## src/rtl/timer_pkg.sv

```systemverilog
// Shared types and constants for the programmable pulse timer.
package timer_pkg;

    typedef enum logic {
        StIdle,
        StRun
    } timer_state_e;

    localparam int unsigned PrescaleW = 4;

endpackage

```

## src/rtl/tick_prescaler.sv

```systemverilog
// Clock divider producing a one-cycle advance strobe every limit_i+1 enabled clocks.
module tick_prescaler #(
    parameter int unsigned Width = 4
) (
    input  logic             clk_i,
    input  logic             rst_i,
    input  logic             en_i,
    input  logic             clr_i,
    input  logic [Width-1:0] limit_i,
    output logic             tick_o
);

    logic [Width-1:0] cnt_q, cnt_d;

    // >= keeps the strobe coming if limit_i drops below the running count.
    assign tick_o = en_i && (cnt_q >= limit_i);

    always_comb begin
        cnt_d = cnt_q + Width'(1);
        if (clr_i || !en_i || tick_o) begin
            cnt_d = '0;
        end
    end

    always_ff @(posedge clk_i) begin
        if (rst_i) begin
            cnt_q <= '0;
        end else begin
            cnt_q <= cnt_d;
        end
    end

endmodule

```

## src/rtl/prog_pulse_timer.sv

```systemverilog
// Programmable one-shot/periodic pulse timer with a loadable period register.
// Define TIMER_PRESCALE_EN to add the 4-bit prescale input and its clock divider.
module prog_pulse_timer
    import timer_pkg::*;
#(
    parameter int unsigned CNT_W          = 16,
    parameter int unsigned DEFAULT_PERIOD = 200
) (
    input  logic                 pulseClk,
    input  logic                 rst,
    input  logic                 start,
    input  logic                 stop,
    input  logic                 oneShot,
    input  logic                 loadPeriod,
    input  logic [CNT_W-1:0]     periodIn,
`ifdef TIMER_PRESCALE_EN
    input  logic [PrescaleW-1:0] prescale,
`endif
    output logic                 pulseOut,
    output logic                 busy,
    output logic                 LED,
    output logic [CNT_W-1:0]     count
);

    timer_state_e     state_q, state_d;
    logic [CNT_W-1:0] count_q, count_d;
    logic [CNT_W-1:0] period_q, period_d;
    logic             pulse_q, pulse_d;
    logic             advance;

`ifdef TIMER_PRESCALE_EN
    // Terminal count needs no explicit clear: the divider restarts on every strobe.
    tick_prescaler #(
        .Width (PrescaleW)
    ) u_tick_prescaler (
        .clk_i   (pulseClk),
        .rst_i   (rst),
        .en_i    (state_q == StRun),
        .clr_i   (start | stop),
        .limit_i (prescale),
        .tick_o  (advance)
    );
`else
    assign advance = (state_q == StRun);
`endif

    always_comb begin
        state_d  = state_q;
        count_d  = count_q;
        pulse_d  = 1'b0;
        period_d = loadPeriod ? periodIn : period_q;

        if (stop) begin
            state_d = StIdle;
            count_d = '0;
        end else if (start) begin
            state_d = StRun;
            count_d = '0;
        end else if ((state_q == StRun) && advance) begin
            // Equality only, so a lowered period lets the counter wrap instead of firing early.
            if (count_q == period_q) begin
                pulse_d = 1'b1;
                count_d = '0;
                if (oneShot) begin
                    state_d = StIdle;
                end
            end else begin
                count_d = count_q + CNT_W'(1);
            end
        end
    end

    always_ff @(posedge pulseClk) begin
        if (rst) begin
            state_q  <= StIdle;
            count_q  <= '0;
            period_q <= CNT_W'(DEFAULT_PERIOD);
            pulse_q  <= 1'b0;
        end else begin
            state_q  <= state_d;
            count_q  <= count_d;
            period_q <= period_d;
            pulse_q  <= pulse_d;
        end
    end

    assign pulseOut = pulse_q;
    assign busy     = (state_q == StRun);
    assign LED      = busy;
    assign count    = count_q;

endmodule

```

## config.mk

```make
export PLATFORM = sky130hd
export DESIGN_NAME = prog_pulse_timer
export DESIGN_NICKNAME = d
export VERILOG_FILES = /design/src/rtl/timer_pkg.sv /design/src/rtl/tick_prescaler.sv /design/src/rtl/prog_pulse_timer.sv
export SDC_FILE = /design/constraint.sdc
export NUM_CORES = 1
export LEC_CHECK = 0
export BUFFER_PORTS_ARGS = -buffer_cell sky130_fd_sc_hd__buf_4
export CAP_MARGIN = 20
export CORE_ASPECT_RATIO = 2
export CORE_MARGIN = 2
export CORE_UTILIZATION = 40
export CTS_CLUSTER_DIAMETER = 60
export CTS_CLUSTER_SIZE = 14
export DETAILED_ROUTE_END_ITERATION = 16
export RECOVER_POWER = 100
export SYNTH_ARGS = -nofsm -noshare
export SYNTH_HDL_FRONTEND = slang
export SYNTH_HIERARCHICAL = 1
export SYNTH_SLANG_ARGS = --single-unit
```

## constraint.sdc

```tcl
create_clock -name pulseClk -period 2.2 [get_ports pulseClk]
set_input_delay 0.44 -clock pulseClk [delete_from_list [all_inputs] [get_ports pulseClk]]
set_output_delay 0.44 -clock pulseClk [all_outputs]
set_load 0.03 [all_outputs]
```

==> impl_metrics.ini, run 1 <==
[floorplanning]
fp.coreArea_sq_um = 3804
die_width_um = 48.27
die_area_sq_um = 4467
fp.dieH_um = 92.54
rows = 32
io_pins = 41
initial_core_util_pct = 41.22

[pwr]
peakVddDrop_mv = 0.5602
total_power_mw = 1.290
p_per_area_nw_per_um2 = 670.8
p_leak_nw = 0.7981

[worst_setup_path]
crit_type = reg -> reg
worst-r2r-cell-count = 5
worstSetupEndpointType = register
startpoint_type = register
worstPathRequired_ns = 2.37
worstPathArrival_ns = 2.13
path_cells = xor2_1, nor4_1, nand4_1, o21bai_4, nor2_1
critPathTopFamily = simple AND/OR/NAND/NOR gates
cp_slowest_stage_delay_ns = 0.45
cp_num_buf_inv = 0
cp_max_fo = 12
cp.depth = 5
cpMaxStageDelayCell = dfxtp_1

[sta]
relSlewSlack_pct = 21.05
setup-tns-final_ns = 0
final.period_utilization_pct = 89.14
fin_crit_ns = 1.961
rsz0062_at_grt = no
worstMarginPinSlew_ns = 1.184
fmax_mhz = 509.9
finalMaxSlewViolations = 0
skew_ns = 0.007940
setup_viol = 0
hold_viol_final = 0

[worst_hold_path]
worstHoldPathType = in -> reg
hold_depth = 2

[cts]
insertion_delay_ns = 0.29
clkSlewWorstSetupHoldPaths_ns = 0.07
numCtsBuffers = 5
cts_tree = built
cts.sinks = 34
htreeDepth = 2
clockBufferDepth = 2
cts-root-buf = clkbuf_8
post-cts-setup-buffers = 0
cts_resized = 0
holdBufCountCts = 0

[status]
status = complete, no violations

[drt]
drcViolationCount = 0
wire_per_inst_um = 13.50
drtPass1Iterations = 4
drt_iter0_drc = 22
viasPerCell = 4.946
drtAntennaViolNets = 0
vias = 1286
totalWireLength_um = 3510

[yosys]
synth_warnings = 6
async_flop_share_pct = 0
synth_commonest_cells = 34 x dfxtp_1, 33 x nor2_1, 23 x xor2_1
ys_seq_elements = 34
synth_largest_area_cell = dfxtp_1
avgSynthCellArea_sq_um = 9.332
netlist_area_sq_um = 1568
postSynthCellCount = 168
synth_top_area_share_pct = 43.42
yosysMostFrequentCell = dfxtp_1
yosysSeqAreaShare_pct = 43.42
yosysUniqueCellTypes = 32
synthTopCellsByArea = dfxtp_1 43%, xor2_1 13%, mux2i_1 8.3%
synth_nets = 191
synthFlopType = dfxtp_1
synth-edff-count = 0

[global_routing]
grt_start_max_net_pins = 20
grt_use_total_pct = 18.17
grt_pass1_vias = 1280
grt-ovfl-total = 0
antenna_found_initial = 0
grt_pass1_wl_um = 5768

[placement]
numPortBuffers = 40
dp_hpwl_um = 2715
place_congestion = 0.8196

[finish]
antenna_cells = 0
nets = 231
drive_gt1_share_pct = 16.27
syn_to_final_growth_pct = 22.67
n_fill_cell = 401

[flow_run]
maxCapViolCount = 0
-- flip-flops by register name (all words and copies together) (netlist names) --
register,cells
LED,1
count,16
period_q,16
pulseOut,1
-- report_power, final --
| group | internal (mW) | total (mW) | switching (mW) |
|---|---|---|---|
| logic | 0.0571 | 0.106 | 0.0488 |
| clock network | 0.316 | 0.536 | 0.220 |
| registers | 0.635 | 0.649 | 0.0139 |
| total | 1.01 | 1.29 | 0.282 |
-- cell families after synthesis --
family                   Yosys count  share of synthesized area [%]
flip-flops                        34                          43.42
XOR/XNOR                          28                          15.64
AO/OA/AOI/OAI                      9                          4.709
adder cells (fa/ha/maj)            1                         0.7980
buffers and inverters             11                          4.070
multiplexers                      13                          8.300
AND/OR/NAND/NOR                   72                          23.06
-- worst reg2reg max path, cell delays in order (launching register included) --
cell and delay (ns):
dfxtp_1 0.45, xor2_1 0.10, nor4_1 0.40, nand4_1 0.41, o21bai_4 0.40, nor2_1 0.09
-- layout make-up --
cell class / count / area, sq um / share of cell area, %
repair buffers: 43 / 247.7 / 12.88
flip-flops and latches: 34 / 680.7 / 35.39
well taps: 51 / 63.81 / 3.318
multi-input cells: 123 / 817.0 / 42.49
inverters: 1 / 3.754 / 0.1952
clock buffers: 8 / 110.1 / 5.725
-- worst paths after layout --
path | from | to | slack [ns]
setup / recovery | count[13] | count[4] | 0.24
hold / removal | stop | LED | 0.31
setup reg to reg | count[13] | count[4] | 0.24
hold reg to reg | period_q[12] | period_q[12] | 0.52
-- layout by cell type (no fill, tap or decap), types with 2 or more instances in the layout --
master	instances
nor4_2	2
xor2_1	23
xnor2_1	5
nand3b_1	2
nand3_1	7
nor3_1	2
a211o_1	3
a21oi_1	2
mux2i_1	13
nor4_1	3
dfxtp_1	34
nor2_1	33
nand2_1	9
nor2b_1	3
clkbuf_1	20
clkbuf_8	8
nand4_1	5
buf_4	23
-- per-stage QoR --
stage,util [%],instance area [sq um],hold slack (ns),instances,worst slack (ns)
finish,50.56,1923,0.3132,260,0.2388
global route,50.56,1923,0.3107,260,0.09932
global placement,49.80,1894,0.4963,252,0.2636
CTS,52.70,2004,0.3063,260,0.2189
floorplan,-,1568,0.4804,168,0.4302
detailed placement,49.80,1894,0.5129,252,0.2665
-- routing by layer --
layer	vias up	wire length, um	track usage, %	part of all wire [%]
li1	642	-	-	-
met5	-	0	0	0
met4	0	68	7.432	1.9
met1	605	1294	19.07	37
met3	5	162	4.288	4.6
met2	34	1985	31.69	57
Power figures use the tool's default switching activity.
==> run 2, diff against run 1 <==
==> constraint.sdc (replaced) <==
create_clock -name pulseClk -period 2.2 [get_ports pulseClk]
set_input_delay 0.44 -clock pulseClk [delete_from_list [all_inputs] [get_ports pulseClk]]
set_output_delay 0.44 -clock pulseClk [all_outputs]
set_load 0.05 [all_outputs]
==> run 2 against run 1 <==
Compared with the run above: first-iteration DRC count grew 23%; maximum frequency grew 0.17%; hold slack gained 0.0011 ns; die area is the same; largest cell class unchanged.
==> impl_metrics.ini, run 2 (synthesized netlist as in run 1, its figures left out) <==
[status]
status = complete, no violations

[flow_run]
maxCapViolCount = 0

[finish]
multi_input_area_sq_um = 817.0
final_area_sq_um = 1923
syn_to_final_growth_pct = 22.67
n_fill_cell = 406
mostFrequentLayoutCells = 34 x dfxtp_1, 33 x nor2_1, 23 x xor2_1, 23 x buf_4, 20 x clkbuf_1
drive_gt1_share_pct = 16.27
nets = 231
layout_commonest_cell = dfxtp_1
antenna_cells = 0
fin_cells = 260
ff_latch_area_sq_um = 680.7

[cts]
holdBufCountCts = 0
clockBufferDepth = 2
post-cts-setup-buffers = 0
htreeDepth = 2
cts-root-buf = clkbuf_8
cts_tree = built
clkSlewWorstSetupHoldPaths_ns = 0.07
insertion_delay_ns = 0.29
numCtsBuffers = 5
cts.sinks = 34
cts_resized = 0

[drt]
totalWireLength_um = 3527
drtPass1Iterations = 4
drtAntennaViolNets = 0
met3_length_um = 158
drcViolationCount = 0
wl_met2_um = 1998
wire_per_inst_um = 13.57
wl_met1_um = 1302
drt_iter0_drc = 27
routed.top_layer = met4
vias = 1283
viasPerCell = 4.935

[worst_setup_path]
cpMaxStageDelayCell = dfxtp_1
cp_slowest_stage_delay_ns = 0.44
r2r_start = count[13]
startpoint_type = register
crit_type = reg -> reg
startpoint = count[13]
worstPathRequired_ns = 2.36
path_cells = xor2_1, nor4_1, nand4_1, o21bai_4, nor2_1
worstSetupEndpointType = register
worstPathArrival_ns = 2.12
cp_max_fo = 12
cp_num_buf_inv = 0
critPathTopFamily = simple AND/OR/NAND/NOR gates

[sta]
worstMarginPinSlew_ns = 1.185
fin_crit_ns = 1.958
skew_ns = 0.007919
finalMaxSlewViolations = 0
final.period_utilization_pct = 88.99
hold_viol_final = 0
rsz0062_at_grt = no
setup_viol = 0
relSlewSlack_pct = 21.03
setup-tns-final_ns = 0
fmax_mhz = 510.8

[pwr]
p_per_area_nw_per_um2 = 672.1
peakVddDrop_mv = 0.5590
p_leak_nw = 0.7981

[floorplanning]
fp.dieH_um = 92.54
fp.coreArea_sq_um = 3804
rows = 32
die_width_um = 48.27
io_pins = 41
die_area_sq_um = 4467
initial_core_util_pct = 41.22

[placement]
dp.cells = 252
place_area_sq_um = 1894
numPortBuffers = 40
place_congestion = 0.8196
dp_hpwl_um = 2715

[worst_hold_path]
hp-start = stop
worstHoldPathType = in -> reg

[global_routing]
grt-ovfl-total = 0
antenna_found_initial = 0
grt_pass1_wl_um = 5768
grt_use_total_pct = 18.17
grt_pass1_vias = 1280
grt_start_max_net_pins = 20
## run 2: where the power goes
part | switching [mW] | internal [mW] | leakage [nW]
clock network | 0.219 | 0.316 | 0.0575
logic | 0.0518 | 0.0571 | 0.463
registers | 0.0139 | 0.635 | 0.278
total | 0.285 | 1.01 | 0.798
## run 2: cell type report
type / count / share of cell area, %
clock buffer: 8 / 5.725
inverter: 1 / 0.1952
multi-input combinational: 123 / 42.49
tap: 51 / 3.318
timing repair buffer: 43 / 12.88
sequential: 34 / 35.39
## run 2: worst paths after layout
kind,end,slack [ns],cells after the start
min reg2reg,period_q[12],0.52,2
min,LED,0.31,2
max reg2reg,count[4],0.24,5
max,count[4],0.24,5
## run 2: layer usage
metal	GRT usage [%]	up-vias
met5	0	-
li1	-	641
met4	7.432	0
met2	31.69	33
met3	4.288	5
met1	19.07	604
## run 2: metrics by stage
step	worst slack [ns]	hold slack [ns]	util, %	power, mW
6_report	0.2422	0.3143	50.56	1.293
5_1_grt	0.09932	0.3107	50.56	1.344
4_1_cts	0.2189	0.3063	52.70	1.317
3_5_place_dp	0.2665	0.5129	49.80	0.7766
3_3_place_gp	0.2636	0.4963	49.80	0.7740
2_1_floorplan	0.2722	0.4804	-	0.7323
